`src/rtl/uart_host_pkg.sv`:
```
// Shared state encoding and UART register map for the UART host sequencer.
// Imported by the sequencer top and its RX FIFO.
package uart_host_pkg;

  typedef enum logic [2:0] {
    IDLE,
    CTRL_STB,
    CTRL_WAIT,
    RX_STB,
    RX_WAIT,
    TX_WR,
    GAP
  } SeqState;

  localparam logic [2:0] UART_ADDR_CTRL = 3'b000;
  localparam logic [2:0] UART_ADDR_RX   = 3'b001;
  localparam logic [2:0] UART_ADDR_TX   = 3'b010;

  localparam int CTRL_RX_AVAIL_BIT = 2;
  localparam int CTRL_TX_BUSY_BIT  = 1;

endpackage

```
`src/rtl/uart_host_sequencer_rx_fifo.sv`:
```
// Small RX byte FIFO between the UART read path and the CPU-side stream.
// A simultaneous pop frees the slot first, so a push into a full FIFO still lands.
module uart_rx_fifo #(
  parameter int DEPTH = 4
) (
  input  logic                   clock,
  input  logic                   reset,
  input  logic                   push,
  input  logic [7:0]             push_data,
  input  logic                   pop,
  output logic [7:0]             head_data,
  output logic [$clog2(DEPTH):0] count,
  output logic                   full,
  output logic                   empty
);
  import uart_host_pkg::*;

  localparam int PW = $clog2(DEPTH);
  localparam logic [PW:0] FULL_COUNT = DEPTH[PW:0];

  logic [7:0]    mem [DEPTH];
  logic [PW-1:0] wr_ptr;
  logic [PW-1:0] rd_ptr;
  logic          do_push;
  logic          do_pop;

  assign empty     = (count == '0);
  assign full      = (count == FULL_COUNT);
  assign do_pop    = pop && !empty;
  assign do_push   = push && (!full || do_pop);
  assign head_data = mem[rd_ptr];

  always_ff @(posedge clock or negedge reset) begin
    if (!reset) begin
      wr_ptr <= '0;
      rd_ptr <= '0;
      count  <= '0;
    end else begin
      if (do_push) wr_ptr <= wr_ptr + 1'b1;
      if (do_pop)  rd_ptr <= rd_ptr + 1'b1;
      case ({do_push, do_pop})
        2'b10:   count <= count + 1'b1;
        2'b01:   count <= count - 1'b1;
        default: count <= count;
      endcase
    end
  end

  always_ff @(posedge clock) begin
    if (do_push) mem[wr_ptr] <= push_data;
  end

endmodule

```
`src/rtl/uart_host_sequencer.sv`:
```
// Bus-side sequencer for UART_Component: polls Control, drains RX bytes into a FIFO
// and writes TX bytes when the transmitter is idle, with round-robin RX/TX polling.
module uart_host_sequencer #(
  parameter int RX_DEPTH = 4,
  parameter int TIMEOUT  = 255,
  parameter int POLL_GAP = 2
) (
  input  logic                      clock,
  input  logic                      reset,
  output logic                      uart_cs,
  output logic                      uart_rd_strobe,
  input  logic                      uart_rd_busy,
  output logic                      uart_wr,
  output logic [2:0]                uart_addr,
  output logic [7:0]                uart_wr_data,
  input  logic [7:0]                uart_rd_data,
  output logic [7:0]                rx_data,
  output logic                      rx_valid,
  input  logic                      rx_ready,
  input  logic [7:0]                tx_data,
  input  logic                      tx_valid,
  output logic                      tx_ready,
  output logic [$clog2(RX_DEPTH):0] rx_count,
  output logic                      rx_overflow,
  output logic                      timeout_err
);
  import uart_host_pkg::*;

  localparam int TMO_W = $clog2(TIMEOUT + 1);
  localparam int GAP_W = $clog2(POLL_GAP + 1);
  localparam logic [TMO_W-1:0] TMO_LAST = TMO_W'(TIMEOUT - 1);
  localparam logic [GAP_W-1:0] GAP_LAST = GAP_W'(POLL_GAP - 1);

  SeqState          state;
  SeqState          next_state;
  logic             intent_tx;
  logic             intent_tx_next;
  logic [TMO_W-1:0] tmo_cnt;
  logic [GAP_W-1:0] gap_cnt;
  logic             busy_expired;
  logic             timeout_hit;
  logic             fifo_push;
  logic             fifo_full;
  logic             fifo_empty;

  assign busy_expired = uart_rd_busy && (tmo_cnt == TMO_LAST);
  assign rx_valid     = !fifo_empty;

  // intent_tx doubles as the round-robin memory: a TX-intent poll hands the next one to RX.
  always_comb begin
    next_state     = state;
    intent_tx_next = intent_tx;
    timeout_hit    = 1'b0;
    fifo_push      = 1'b0;
    case (state)
      IDLE: begin
        intent_tx_next = tx_valid && !intent_tx;
        next_state     = CTRL_STB;
      end
      CTRL_STB: next_state = CTRL_WAIT;
      CTRL_WAIT: begin
        if (busy_expired) begin
          timeout_hit = 1'b1;
          next_state  = GAP;
        end else if (!uart_rd_busy) begin
          if (uart_rd_data[CTRL_RX_AVAIL_BIT])
            next_state = RX_STB;
          else if (intent_tx && tx_valid && !uart_rd_data[CTRL_TX_BUSY_BIT])
            next_state = TX_WR;
          else
            next_state = GAP;
        end
      end
      RX_STB: next_state = RX_WAIT;
      RX_WAIT: begin
        if (busy_expired) begin
          timeout_hit = 1'b1;
          next_state  = GAP;
        end else if (!uart_rd_busy) begin
          fifo_push  = 1'b1;
          next_state = GAP;
        end
      end
      TX_WR: next_state = GAP;
      GAP: begin
        if (gap_cnt == GAP_LAST) next_state = IDLE;
      end
      default: next_state = IDLE;
    endcase
  end

  always_ff @(posedge clock or negedge reset) begin
    if (!reset) begin
      state       <= IDLE;
      intent_tx   <= 1'b0;
      tmo_cnt     <= '0;
      gap_cnt     <= '0;
      rx_overflow <= 1'b0;
      timeout_err <= 1'b0;
    end else begin
      state     <= next_state;
      intent_tx <= intent_tx_next;
      if (state == CTRL_STB || state == RX_STB)
        tmo_cnt <= '0;
      else if ((state == CTRL_WAIT || state == RX_WAIT) && uart_rd_busy)
        tmo_cnt <= tmo_cnt + 1'b1;
      gap_cnt <= (state == GAP) ? gap_cnt + 1'b1 : '0;
      if (timeout_hit) timeout_err <= 1'b1;
      if (fifo_push && fifo_full && !rx_ready) rx_overflow <= 1'b1;
    end
  end

  // Bus outputs are registered from next_state so they always line up with the state entered.
  always_ff @(posedge clock or negedge reset) begin
    if (!reset) begin
      uart_cs        <= 1'b1;
      uart_rd_strobe <= 1'b0;
      uart_wr        <= 1'b1;
      uart_addr      <= UART_ADDR_CTRL;
      uart_wr_data   <= '0;
      tx_ready       <= 1'b0;
    end else begin
      uart_cs        <= (next_state == IDLE) || (next_state == GAP);
      uart_rd_strobe <= (next_state == CTRL_STB) || (next_state == RX_STB);
      uart_wr        <= (next_state != TX_WR);
      tx_ready       <= (next_state == TX_WR);
      if (next_state == TX_WR) uart_wr_data <= tx_data;
      case (next_state)
        RX_STB, RX_WAIT: uart_addr <= UART_ADDR_RX;
        TX_WR:           uart_addr <= UART_ADDR_TX;
        default:         uart_addr <= UART_ADDR_CTRL;
      endcase
    end
  end

  uart_rx_fifo #(
    .DEPTH(RX_DEPTH)
  ) rx_fifo (
    .clock    (clock),
    .reset    (reset),
    .push     (fifo_push),
    .push_data(uart_rd_data),
    .pop      (rx_ready),
    .head_data(rx_data),
    .count    (rx_count),
    .full     (fifo_full),
    .empty    (fifo_empty)
  );

endmodule
```
`config.mk`:
```
export PLATFORM = sky130hd
export DESIGN_NAME = uart_host_sequencer
export DESIGN_NICKNAME = d
export VERILOG_FILES = /design/src/rtl/uart_host_pkg.sv /design/src/rtl/uart_host_sequencer_rx_fifo.sv /design/src/rtl/uart_host_sequencer.sv
export SDC_FILE = /design/constraint.sdc
export NUM_CORES = 1
export LEC_CHECK = 0
export ABC_AREA = 1
export CORE_MARGIN = 5
export CORE_UTILIZATION = 57
export CTS_CLUSTER_DIAMETER = 200
export DETAILED_ROUTE_END_ITERATION = 8
export PLACE_DENSITY = 0.94
export SYNTH_ARGS = -nofsm -noshare
export SYNTH_HDL_FRONTEND = slang
export SYNTH_SLANG_ARGS = --single-unit
```
`constraint.sdc`:
```
create_clock -name clock -period 6.5 [get_ports clock]
set_clock_uncertainty 0.2 [all_clocks]
set_input_delay 0.975 -clock clock [delete_from_list [all_inputs] [get_ports clock]]
set_output_delay 0.975 -clock clock [all_outputs]
set_load 0.03 [all_outputs]
```
==> results of run 1 <==
-- layer usage --
layer	GRT usage	share of wire	up-vias
met4	0.05556	0.015	0
li1	-	-	1093
met5	0	0	-
met2	0.3623	0.54	71
met3	0.05528	0.052	14
met1	0.2064	0.39	1080
-- power breakdown --
part	switching (mW)	total, mW	internal, mW
Clock	0.168	0.385	0.217
Combinational	0.535	0.836	0.301
Sequential	0.101	0.663	0.563
Total	0.803	1.88	1.08
-- cell usage in the layout, fill, tap and decap left out, types with 3 or more instances in the layout --
master and n:
nor2_2 4, inv_2 7, nand3_1 13, o21ai_1 3, xor2_1 5, nand2_2 14
o21ai_0 23, edfxtp_1 32, ha_1 8, nand4_1 10, nand3_2 4, inv_1 30
a21oi_1 5, clkdlybuf4s50_1 47, clkbuf_8 9, clkinvlp_4 3, nor2_1 34, o22ai_1 9
nand2_1 36, dfrtp_1 35
-- Yosys cell counts, types with 2 or more instances --
| cell type | count |
|---|---|
| a21oi_1 | 5 |
| buf_4 | 5 |
| buf_6 | 2 |
| clkbuf_1 | 3 |
| dfrtp_1 | 35 |
| dfstp_2 | 2 |
| edfxtp_1 | 32 |
| ha_1 | 8 |
| inv_1 | 30 |
| inv_2 | 7 |
| nand2_1 | 36 |
| nand2_2 | 14 |
| nand3_1 | 13 |
| nand3_2 | 4 |
| nand4_1 | 10 |
| nor2_1 | 34 |
| nor2_2 | 4 |
| nor2_4 | 2 |
| nor3_1 | 2 |
| o21ai_0 | 23 |
| o21ai_1 | 3 |
| o22ai_1 | 9 |
| o31ai_1 | 2 |
| xor2_1 | 5 |
-- registers in the layout (all words and copies together), names as in the netlist, 2 cells and up --
register	cells
rx_fifo.mem	32
tmo_cnt	8
uart_wr_data	8
rx_fifo.count	3
state	3
gap_cnt	2
rx_fifo.rd_ptr	2
rx_fifo.wr_ptr	2
uart_addr	2
-- logic make-up after synthesis --
group           Yosys count
compound gates           44
xor+xnor                  6
fa+ha+maj                 9
other cells               1
simple gates            122
flops                    69
buf+inv                  47
-- how the worst max path moves through the flow --
stage | startpoint | endpoint | slack (ns) | cells after the start
2_1_floorplan | rx_fifo.rd_ptr[0]$_DFFE_PN0P_ | rx_data[5] | 3.83 | 5
3_3_place_gp | uart_rd_busy | rx_fifo.count[2]$_DFFE_PN0P_ | 3.24 | 9
3_5_place_dp | uart_rd_busy | rx_fifo.count[2]$_DFFE_PN0P_ | 3.16 | 9
4_1_cts | rx_fifo.rd_ptr[0]$_DFFE_PN0P_ | rx_data[1] | 2.78 | 4
5_1_grt | rx_fifo.rd_ptr[0]$_DFFE_PN0P_ | rx_data[1] | 2.61 | 4
6_report | rx_fifo.rd_ptr[0]$_DFFE_PN0P_ | rx_data[1] | 2.78 | 4
-- worst max-delay path, cell delays in order, from the launching register on --
cell,delay (ns)
dfrtp_1,0.74
inv_1,0.39
o21ai_0,0.33
o22ai_1,0.13
clkdlybuf4s50_1,0.61
-- stage by stage --
step | cell area (um^2) | util | power [mW] | cells
3_5_place_dp | 3611 | 0.6681 | 1.492 | 408
2_1_floorplan | 3117 | - | 1.239 | 298
3_3_place_gp | 3611 | 0.6681 | 1.456 | 408
4_1_cts | 3835 | 0.7095 | 1.892 | 424
6_report | 3835 | 0.7095 | 1.884 | 424
5_1_grt | 3835 | 0.7095 | 2.002 | 424
-- layout make-up --
| cell class | count | area share |
|---|---|---|
| inverter | 37 | 0.03622 |
| timing repair buffer | 48 | 0.1240 |
| tap | 72 | 0.02349 |
| clock inverter | 7 | 0.02610 |
| multi-input combinational | 182 | 0.2653 |
| clock buffer | 9 | 0.03230 |
| sequential | 69 | 0.4927 |
==> results.md, run 1 <==
* Status: complete, no violations
* NumNets Final at 377
* Via-to-Cell Ratio at 5.325
* Largest area contributor in the netlist: edfxtp_1
* Initial Utilization at 0.5766
* CTS Buf Count at 9
* Largest net degree at the start of global routing at 38
* Hold/Removal Path Class: flip-flop to flip-flop
* Crit path arrival time at 2.55 ns
* Post-synthesis adder-cell area fraction at 0.03854
* P_leak at 1.609 nW
* Antenna violations before repair at 0
* First-pass GRT wire length at 10650 um
* Die ar. at 7047 um^2
* Achievable Freq at 0.2686 GHz
* # DRC at 0
* Most used DFF post-synth: dfrtp_1
* Worst-case reg-to-reg path depth at 9
* Sink Count at 69
* Post-synthesis cell area at 3117 um^2
* Syn Area/Cell at 10.46 um^2
* H-tree depth at 3
* Synthesized netlist cell count at 298
* Setup TNS at 0 ns
* Syn nets at 328
* Standard-cell rows at 27
* Final Hold Viols at 0
* Worst vdd ir at 0.3257 mV
* Core ar. at 5405 um^2
* Worst-Skew Late Latency at 0.35 ns
* Yosys reg bits at 69
* Final worst path period share at 0.5729
* CTS tree: built
* Multiplexer share of the synthesized area at 0
* Main combinational cell family by area after synthesis: simple AND/OR/NAND/NOR gates
* Pre-antenna DRT Iters at 4
* WHS Endpoint: timeout_err$_DFFE_PN0P_
* Final min period at 3.724 ns
* Worst-path clk slew at 0.08 ns
* Synth cell types at 32
* Register area at 1889 um^2
* RD Place Congestion at 0.8377
* Top-area cell type share of the netlist area at 0.3083
* EDFF count, synth at 32
* Area occupied by multi-input gates at 1017 um^2
* Detail Placement HPWL at 4356 um
* Final setup violation count at 0
* Post-CTS setup buffer count at 0
* Register area share after synthesis at 0.6062
* Worst hold path startpoint: timeout_err$_DFFE_PN0P_
* Post-synth ARST share at 0.5362
* Slew at the pin with the worst max-slew slack at 0.8194 ns
* Layout area overhead at 23.04%
* Hold depth at 2
* RSZ-0062 raised after global routing: false
* Worst setup SP type: flip-flop
* Post-Synth XOR/XNOR Area at 0.01686
* Vias in the first global route at 2290
* Max-cap violations at 0
* Total gr overflow at 0
* WHS at 0.2714 ns
* YS warnings at 0
* Post-DR wirelength/cell at 15.33 um
* DIE WIDTH at 83.95 um
* Clock Path Buffers at 2
* Drt initial violations at 127
* PwrDens at 491.2 nW/um^2
* Port Buffer Count at 48
* Share of layout cells above drive strength 1 at 0.1477
* Total track usage at 0.1921
* Endpoint class of the critical path: primary output
* Post-Synth Simple-Gate Area at 0.1919
* # fillers at 392
* Synth area leaders: edfxtp_1 (31%), dfrtp_1 (28%), nand2_1 (4.3%)
* Reg-to-Reg Start: rx_fifo.count[0]$_DFFE_PN0P_
* CP required at 5.32 ns
* Crit path kind: flip-flop to primary output
* Final slew viol count at 0
* Resized cells post-CTS at 0
* Reg2reg end: rx_fifo.count[2]$_DFFE_PN0P_
* Crit Path Max Fanout at 19
* Setup ws final at 2.776 ns
* Antenna Cells at 0
* Synth Area in Compound Gates at 0.07788
* DRT antenna net count at 0
* Number of hold buffers added after CTS at 0
* Relative slew slack at 0.4538
* Clk root buf: clkbuf_8
* Die height at 83.95 um
* Dpl ws at 3.164 ns
* Ports at 50
* WL final at 6499 um
* Total number of vias at 2258
* Reg2Reg Setup Slack at 4.10 ns
No activity file was read; power rests on OpenSTA's default activity.
==> run 2, diff against run 1 <==
--- a/config.mk
+++ b/config.mk
@@ -7,10 +7,10 @@
 export LEC_CHECK = 0
 export ABC_AREA = 1
 export CORE_MARGIN = 5
-export CORE_UTILIZATION = 57
+export CORE_UTILIZATION = 48
 export CTS_CLUSTER_DIAMETER = 200
 export DETAILED_ROUTE_END_ITERATION = 8
-export PLACE_DENSITY = 0.94
+export PLACE_DENSITY = 0.86
 export SYNTH_ARGS = -nofsm -noshare
 export SYNTH_HDL_FRONTEND = slang
 export SYNTH_SLANG_ARGS = --single-unit
==> constraint.sdc (replaced) <==
create_clock -name clock -period 3.4 [get_ports clock]
set_clock_uncertainty 0.2 [all_clocks]
set_input_delay 0.51 -clock clock [delete_from_list [all_inputs] [get_ports clock]]
set_output_delay 0.51 -clock clock [all_outputs]
set_load 0.03 [all_outputs]
==> run 2 against run 1 <==
Register-to-register slack worse by 3.1 ns. Worst setup slack worse by 2.3 ns. Utilization is 10 points lower. Combinational power is 95% higher. Critical path depth stayed put. First-iteration DRC count is 50% lower. Non-clock buffer count is 5 higher. Critical path type unchanged. Largest cell class unchanged.
==> results.md, run 2 (synthesis results as in run 1) <==
* Status: complete, no violations (unchanged)
* Hold/Removal Path Class: input pin to asynchronous set/reset pin (was flip-flop to flip-flop)
* Standard-cell rows at 29 (was 27)
* Pre-antenna DRT Iters at 4 (unchanged)
* Total gr overflow at 0 (unchanged)
* Drt initial violations at 64 (was 127)
* Crit path arrival time at 2.17 ns (was 2.55 ns)
* Clock power frac at 0.185 (was 0.204)
* Final slew viol count at 0 (unchanged)
* Flop pwr share at 0.352 (about the same)
* Largest register FFs at 32 (unchanged)
* Final worst path period share at 0.8460
* RSZ-0062 raised after global routing: false (unchanged)
* H-tree depth at 3 (unchanged)
* Post-DR wirelength/cell at 14.45 um (was 15.33 um)
* Clock Path Buffers at 2 (unchanged)
* P_sw at 1.490 mW (was 803.4 uW)
* Relative slew slack at 0.4428 (was 0.4538)
* Post-route cell area at 3847 um^2 (was 3835 um^2)
* Commonest cells after routing, fill and taps aside: clkdlybuf4s50_1 (47), nand2_1 (36), dfrtp_1 (35) (unchanged)
* Clk root buf: clkbuf_8 (unchanged)
* Core ar. at 6350 um^2 (was 5405 um^2)
* Die height at 90.58 um (was 83.95 um)
* Slew at the pin with the worst max-slew slack at 0.8357 ns (was 0.8194 ns)
* Number of hold buffers added after CTS at 0 (unchanged)
* DP Area at 3655 um^2 (was 3611 um^2)
* Final Hold Viols at 0 (unchanged)
* First-pass GRT wire length at 10350 um (was 10650 um)
* Biggest registers after layout: rx_fifo.mem x32, tmo_cnt x8, uart_wr_data x8 (unchanged)
* Achievable Freq at 0.3476 GHz
* Worst setup SP type: flip-flop (unchanged)
* Worst-Skew Late Latency at 0.34 ns (was 0.35 ns)
* Post-CTS setup buffer count at 0 (unchanged)
* Total number of vias at 2263 (was 2258)
* CTS tree: built (unchanged)
* Total power after layout at 3.512 mW (was 1.884 mW)
* Die ar. at 8205 um^2 (was 7047 um^2)
* # DRC at 0 (unchanged)
* P_leak at 1.631 nW (was 1.609 nW)
* Vias in the first global route at 2297 (was 2290)
* Endpoint class of the critical path: primary output (unchanged)
* Resized cells post-CTS at 0 (unchanged)
* DIE WIDTH at 90.58 um (was 83.95 um)
* Final setup violation count at 0 (unchanged)
* Max-cap violations at 0 (unchanged)
* Layout area overhead at 23.44% (was 23.04%)
* CP required at 2.69 ns (was 5.32 ns)
* PwrDens at 912.8 nW/um^2 (was 491.2 nW/um^2)
* Via-to-Cell Ratio at 5.214 (was 5.325)
* WL final at 6270 um (was 6499 um)
* Sw frac at 0.4243 (was 0.4265)
* Pint at 2.022 mW (was 1.080 mW)
* Share of layout cells above drive strength 1 at 0.1541 (was 0.1477)
* Worst-path clk slew at 0.07 ns (was 0.08 ns)
* Final min period at 2.876 ns
* Finished Layout Cells at 434 (was 424)
* Ports at 50 (unchanged)
* Setup TNS at 0 ns (unchanged)
* Crit path kind: flip-flop to primary output (unchanged)
* Sink Count at 69 (unchanged)
* Initial Utilization at 0.4908 (was 0.5766)
* Commonest non-fill, non-tap cell in the layout: clkdlybuf4s50_1 (unchanged)
* Total track usage at 0.1586 (was 0.1921)
* Largest net degree at the start of global routing at 38 (unchanged)
* DRT antenna net count at 0 (unchanged)
* Placed cells at 418 (was 408)
* NumNets Final at 382 (was 377)
* CTS Buf Count at 9 (unchanged)
* RD Place Congestion at 0.8002 (was 0.8377)
* Crit Path Max Fanout at 16 (was 19)
* Antenna violations before repair at 0 (unchanged)
* Detail Placement HPWL at 4391 um (was 4356 um)
* Antenna Cells at 0 (unchanged)
* WHS at 0.07533 ns (was 0.2714 ns)
* Worst vdd ir at 0.5379 mV (was 0.3257 mV)
* Comb pwr share at 0.463 (was 0.444)
* Most flops, register: rx_fifo.mem (unchanged)
* Port Buffer Count at 48 (unchanged)
[run 2: metal layers]
metal | global-route usage | up-vias | wire (um)
met3 | 0.03583 | 15 | 305
met5 | 0 | - | 0
met4 | 0.08313 | 0 | 168
met1 | 0.1804 | 1097 | 2571
met2 | 0.2754 | 55 | 3224
li1 | - | 1096 | -
[run 2: critical path, stage by stage (launching register included)]
cell             delay, ns
dfrtp_1               0.42
inv_1                 0.36
o21ai_0               0.15
o22ai_1               0.19
clkdlybuf4s50_1       0.71
[run 2: layout make-up]
| class | instances | area, um^2 |
|---|---|---|
| fillers | 506 | 2502 |
| flip-flops and latches | 69 | 1889 |
| multi-input cells | 182 | 1017 |
| repair buffers | 53 | 513.0 |
| clock buffers | 12 | 145.1 |
| inverters | 37 | 138.9 |
| well taps | 77 | 96.34 |
| clock inverters | 4 | 47.55 |
[run 2: per-stage QoR]
stage	utilization	setup WS [ns]
global route	0.6059	0.4401
CTS	0.6059	0.5120
finish	0.6059	0.5235
floorplan	-	1.068
detailed placement	0.5756	0.5370
global placement	0.5756	0.5924
[run 2: path summary, 6_finish.rpt]
check                                               end  slack, ns  cells after the start                          start
max                                          rx_data[1]       0.52                      4  rx_fifo.rd_ptr[0]$_DFFE_PN0P_
min                              tmo_cnt[7]$_DFFE_PN0P_       0.08                      1                          reset
max reg2reg                rx_fifo.count[2]$_DFFE_PN0P_       0.96                      9   rx_fifo.count[0]$_DFFE_PN0P_
min reg2reg                        gap_cnt[0]$_DFF_PN0_       0.23                      1           gap_cnt[0]$_DFF_PN0_
max in group asynchronous        uart_addr[1]$_DFF_PN0_       2.40                      1                          reset
min in group clock                 gap_cnt[0]$_DFF_PN0_       0.23                      1           gap_cnt[0]$_DFF_PN0_
[run 2: power by group through the flow]
| stage | registers, mW | clock network (mW) | logic [mW] |
|---|---|---|---|
| 6_report | 1.23 | 0.651 | 1.63 |
| 5_1_grt | 1.26 | 0.704 | 1.77 |
| 4_1_cts | 1.24 | 0.667 | 1.64 |
| 3_5_place_dp | 1.25 | 0 | 1.63 |
| 3_3_place_gp | 1.24 | 0 | 1.57 |
| 2_1_floorplan | 1.36 | 0 | 1.00 |
==> RTL change 1: new RTL, flow settings as in run 2 <==
Change the parameter `RX_DEPTH` from 4 to 8.
--- a/src/rtl/uart_host_sequencer.sv
+++ b/src/rtl/uart_host_sequencer.sv
@@ -2,5 +2,5 @@
 // and writes TX bytes when the transmitter is idle, with round-robin RX/TX polling.
 module uart_host_sequencer #(
-  parameter int RX_DEPTH = 4,
+  parameter int RX_DEPTH = 8,
   parameter int TIMEOUT  = 255,
   parameter int POLL_GAP = 2
Ports: changed (resized rx_count); port bits go from 50 to 51. No check against the original RTL was run, so the function may have changed too.
==> RTL change 1 against run 2 <==
Sequential power is 44% higher; global-route usage rose by 1.1 points; total power grew 31%; synthesized area rose by 46%; synthesized cell count increased by 47%; count of clock-buffer cells in the layout decreased by 3; cell area up 40%; routed wire length increased by 49%; sequential cell count up 35; first-iteration DRC count rose to 3.3 times the old value; combinational power is 32% higher; worst setup slack worse by 0.33 ns.
==> RTL change 1: results (changes against run 2) <==
stage,metric,value,unit,change
detailed_routing,vias post-DR,3296,,was 2263
synthesis,largest cells by area after synthesis,"edfxtp_1 42%, dfrtp_1 21%, nand2_1 7.7%, nor2_1 6.1%, nand3_1 3.3%",,"was edfxtp_1 31%, dfrtp_1 28%, nand2_1 4.3%, nor2_1 4.1%, o21ai_0 3.7%"
worst_setup_path,internal reg-to-reg setup slack,0.93,ns,was 0.96 ns
cells_and_area,layout cells sized above 1,10.22,%,was 15.41%
worst_setup_path,CP arrival,2.49,ns,was 2.17 ns
outcome,status,"complete, no violations",,unchanged
clocking,Skew-Pair Late Insertion Delay,0.36,ns,was 0.34 ns
detailed_routing,DR iter-0 viols,208,,was 64
synthesis,ys async rst share,38.46,%,was 53.62%
worst_setup_path,crit-path leading delay family,buffers and inverters,,unchanged
cells_and_area,Area Growth Syn to Fin,17.81,%,was 23.44%
global_route,first-pass GRT wire length,15420,µm,was 10350 µm
synthesis,"Seq/Total Area, Yosys",64.07,%,was 60.62%
synthesis,Synth Area in Adders,2.357,%,was 3.854%
synthesis,syn_nets,468,,was 328
placed_design,dpl hpwl,6605,µm,was 4391 µm
synthesis,xor and xnor area share after synthesis,1.535,%,was 1.686%
detailed_routing,WL final,9312,µm,was 6270 µm
synthesis,top_reg_cell synth,edfxtp_1,,was dfrtp_1
synthesis,Netlist cell types,33,,was 32
synthesis,Compound-Gate Fraction of Synth Area,6.440,%,was 7.788%
global_route,largest net degree at the start of global routing,41,,was 38
cells_and_area,Filler cells,790,,was 506
placed_design,# port buffers,49,,was 48
cells_and_area,Nets,523,,was 382
placed_design,DP Area,5201,µm²,was 3655 µm²
detailed_routing,DRT Pass-1 Iters,4,,unchanged
power,VDD IR max,0.6034,mV,was 0.5379 mV
worst_setup_path,CP peak stage delay,0.66,ns,was 0.71 ns
worst_setup_path,CP max FO,29,,was 16
sta,WHS,0.04799,ns,was 0.07533 ns
placed_design,GP Congestion,0.8280,,was 0.8002
worst_setup_path,crit path from,rx_fifo.rd_ptr[0],,unchanged
sta,Worst slew margin,42.53,%,was 44.28%
clocking,Clock Tree Buf Depth,2,,unchanged
cells_and_area,Largest regs,"rx_fifo.mem (64), tmo_cnt (8), uart_wr_data (8)",,"was rx_fifo.mem (32), tmo_cnt (8), uart_wr_data (8)"
synthesis,Post-synth EDFFs,64,,was 32
clocking,clock-pin slew on the worst setup and hold paths,0.10,ns,was 0.07 ns
global_route,total track usage,16.94,%,was 15.86%
## RTL change 1: cell count changes after synthesis, moves of 7 or more
cell      delta
nand2_1     +58
nor2_1      +40
edfxtp_1    +32
nand3_1     +17
o32ai_1     +16
o22ai_1      -8
nand4_1      -7
## RTL change 1: layer usage
metal	vias up	track usage (%)	routed length [µm]
li1	1575	-	-
met1	1591	19.64	3619
met2	116	30.82	4976
met3	14	4.499	593
met4	0	4.509	123
met5	-	0	0
## RTL change 1: final cells by class
cell class	instances	share of cell area (%)
Clock buffer	9	2.303
Clock inverter	7	0.9770
Multi-Input combinational cell	284	26.45
Inverter	37	2.582
Sequential cell	104	54.41
Tap cell	129	3.001
Timing Repair Buffer	58	10.28
## RTL change 1: per-stage QoR
step / std cells / worst slack (ns) / total power, mW
floorplan: 439 / 0.8197 / 3.254
CTS: 628 / 0.2012 / 4.644
detailed placement: 612 / 0.4538 / 3.948
global placement: 612 / 0.5416 / 3.833
finish: 628 / 0.1965 / 4.611
global route: 628 / 0.08786 / 4.938
## RTL change 1: path summary, 6_finish.rpt
check / endpoint / depth (start not counted)
setup reg to reg: rx_fifo.count[3] / 15
hold reg to reg: gap_cnt[0] / 1
max in group asynchronous: rx_fifo.rd_ptr[1] / 1
setup / recovery: rx_data[4] / 7
min in group clock: gap_cnt[0] / 1
hold / removal: uart_wr_data[0] / 1
## RTL change 1: where the power goes
| part | internal (mW) | leakage [nW] | switching (mW) |
|---|---|---|---|
| clock network | 0.273 | 0.0872 | 0.422 |
| logic | 0.778 | 1.05 | 1.37 |
| registers | 1.57 | 1.08 | 0.203 |
## RTL change 1: what timing repair did
action / CTS / global route
setup buffers: 0 / 0
setup endpoints to repair: 1 / 0
resized for setup: 1 / 0
hold buffers: 0 / 0
==> RTL change 2: new RTL, flow settings as in run 2 <==
Without the edit above. Encoding of `SeqState`: now one-hot (7 bits for 7 states).
--- a/src/rtl/uart_host_pkg.sv
+++ b/src/rtl/uart_host_pkg.sv
@@ -3,12 +3,12 @@
 package uart_host_pkg;
 
-  typedef enum logic [2:0] {
-    IDLE,
-    CTRL_STB,
-    CTRL_WAIT,
-    RX_STB,
-    RX_WAIT,
-    TX_WR,
-    GAP
+  typedef enum logic [6:0] {
+    IDLE      = 7'b0000001,
+    CTRL_STB  = 7'b0000010,
+    CTRL_WAIT = 7'b0000100,
+    RX_STB    = 7'b0001000,
+    RX_WAIT   = 7'b0010000,
+    TX_WR     = 7'b0100000,
+    GAP       = 7'b1000000
   } SeqState;
 
Formal check against the unedited RTL: same outputs for any inputs over 10 cycles, from zero or initial values and one cycle with reset low; not proved beyond that.
==> RTL change 2 against run 2 <==
Worst setup slack worse by 0.15 ns; total power decreased by 18%; die area up 5.3%; synthesized area grew 6.0%; register-to-register slack better by 0.21 ns; first-iteration DRC count rose by 83%; sequential cell count up 4; via count rose by 4.9%; routed wire length grew 10%; cell area is 5.1% higher; non-clock buffer count is 5 lower; critical path type unchanged.
==> RTL change 2: results (changes against run 2) <==
stage,metric,value,unit,change
global_route,largest net degree at the start of global routing,42,,was 38
global_route,initial antenna violation count,0,,unchanged
clocking,H-tree Lvls,3,,unchanged
synthesis,"Seq/Total Area, Yosys",60.24,%,was 60.62%
detailed_routing,DR iter-0 viols,117,,was 64
global_route,vias in the first global route,2316,,was 2297
synthesis,syn_nets,359,,was 328
worst_setup_path,Critical R2R Launch,state[2],,was rx_fifo.count[0]
clocking,CTS root buf,clkbuf_8,,unchanged
synthesis,largest cells by area after synthesis,"edfxtp_1 29%, dfrtp_1 29%, nand2_1 7.3%, nor2_1 4.8%, inv_1 4.4%",,"was edfxtp_1 31%, dfrtp_1 28%, nand2_1 4.3%, nor2_1 4.1%, o21ai_0 3.7%"
power,static leakage power,1.838,nW,was 1.631 nW
placed_design,# port buffers,48,,unchanged
synthesis,Post-synth top cells,"64 x nand2_1, 42 x nor2_1, 39 x inv_1",,"was 36 x nand2_1, 35 x dfrtp_1, 34 x nor2_1"
synthesis,Netlist cell types,31,,was 32
detailed_routing,DRT Pass-1 Iters,4,,unchanged
cells_and_area,layout cells sized above 1,10.36,%,was 15.41%
placed_design,pre-CTS WS,0.6334,ns,was 0.5370 ns
synthesis,Synth warnings,0,,unchanged
worst_setup_path,CP max FO,18,,was 16
outcome,status,"complete, no violations",,unchanged
sta,Worst slew margin,38.36,%,was 44.28%
cells_and_area,Nets,410,,was 382
synthesis,top_reg_cell synth,dfrtp_1,,unchanged
cells_and_area,Area Growth Syn to Fin,22.38,%,was 23.44%
cells_and_area,Filler cells,548,,was 506
synthesis,Post-synth EDFFs,32,,unchanged
placed_design,DP Area,3825,µm²,was 3655 µm²
clocking,post-CTS resize count,0,,unchanged
min_path,Hold WC Path Type,input pin to async pin,,unchanged
cells_and_area,Largest regs,"rx_fifo.mem (32), tmo_cnt (8), uart_wr_data (8)",,unchanged
worst_setup_path,CP peak stage delay,0.70,ns,
global_route,total track usage,17.14,%,was 15.86%
global_route,met3 Use GR,4.586,%,was 3.583%
clocking,clock-pin slew on the worst setup and hold paths,0.07,ns,about the same
power,VDD IR max,0.3836,mV,was 0.5379 mV
worst_setup_path,"slowest stage cell, crit path",clkdlybuf4s50_1,,unchanged
detailed_routing,vias per cell,5.097,,was 5.214
placed_design,dpl hpwl,5031,µm,was 4391 µm
global_route,met2 Usage GRT,29.81,%,was 27.54%
synthesis,ys async rst share,56.16,%,was 53.62%
cells_and_area,Ant. Diodes,0,,unchanged
global_route,first-pass GRT wire length,11360,µm,was 10350 µm
placed_design,GP Congestion,0.9686,,was 0.8002
clocking,CTS Buf Count,9,,unchanged
worst_setup_path,CP arrival,2.32,ns,was 2.17 ns
clocking,Clock Tree Buf Depth,2,,unchanged
detailed_routing,wire per inst,14.80,µm,was 14.45 µm
worst_setup_path,crit path from,rx_fifo.rd_ptr[0],,unchanged
global_route,Global Route met1 Usage,19.86,%,was 18.04%
clocking,Skew-Pair Late Insertion Delay,0.34,ns,about the same
clocking,Post-CTS Setup Inserts,0,,unchanged
[RTL change 2: power breakdown]
part           switching, mW  internal, mW  total, mW
Sequential             0.107          1.02       1.13
Combinational          0.649         0.381       1.03
Clock                  0.305         0.423      0.728
[RTL change 2: final timing paths]
check                                    end  slack (ns)  depth (start not counted)
hold / removal              rx_fifo.count[1]        0.11                          1
max in group asynchronous         gap_cnt[0]        2.32                          1
setup reg to reg           rx_fifo.mem[0][4]        1.17                          5
min in group clock                gap_cnt[0]        0.23                          1
setup / recovery                  rx_data[1]        0.37                          4
hold reg to reg                   gap_cnt[0]        0.23                          1
[RTL change 2: cell families (layout without fill, tap and decap cells)]
logic type	Yosys count	count (layout)	synth area share, %
other cells	1	1	0.1135
flops	73	73	60.24
xor+xnor	7	7	1.855
fa+ha+maj	8	8	3.256
simple gates	156	156	22.34
compound gates	35	35	5.755
buf+inv	50	106	6.437
[RTL change 2: layout make-up]
type                    count  area (µm²)  area share, %
multi-input cells         207        1101          27.23
clock buffers              14       183.9          4.548
flip-flops and latches     73        1991          49.23
clock inverters             2       35.03         0.8663
well taps                  80       100.1          2.475
inverters                  42       157.7          3.899
repair buffers             48       475.5          11.76
[RTL change 2: per-layer routing]
layer  wire, µm  vias up
met1       2812     1131
met5          0        -
met3        397       15
met2       3546       65
met4        138        0
li1           -     1164
[RTL change 2: stage by stage]
stage / instances / power, mW
2_1_floorplan: 330 / 1.818
3_3_place_gp: 450 / 2.143
3_5_place_dp: 450 / 2.179
4_1_cts: 466 / 2.911
5_1_grt: 466 / 3.070
6_report: 466 / 2.890
[RTL change 2: worst max-delay path, delay by kind of cell, from the launching register on]
kind                   cells  cell delay [ns]
AO/OA/AOI/OAI              2             0.33
flip-flops                 1             0.55
buffers and inverters      2             1.10
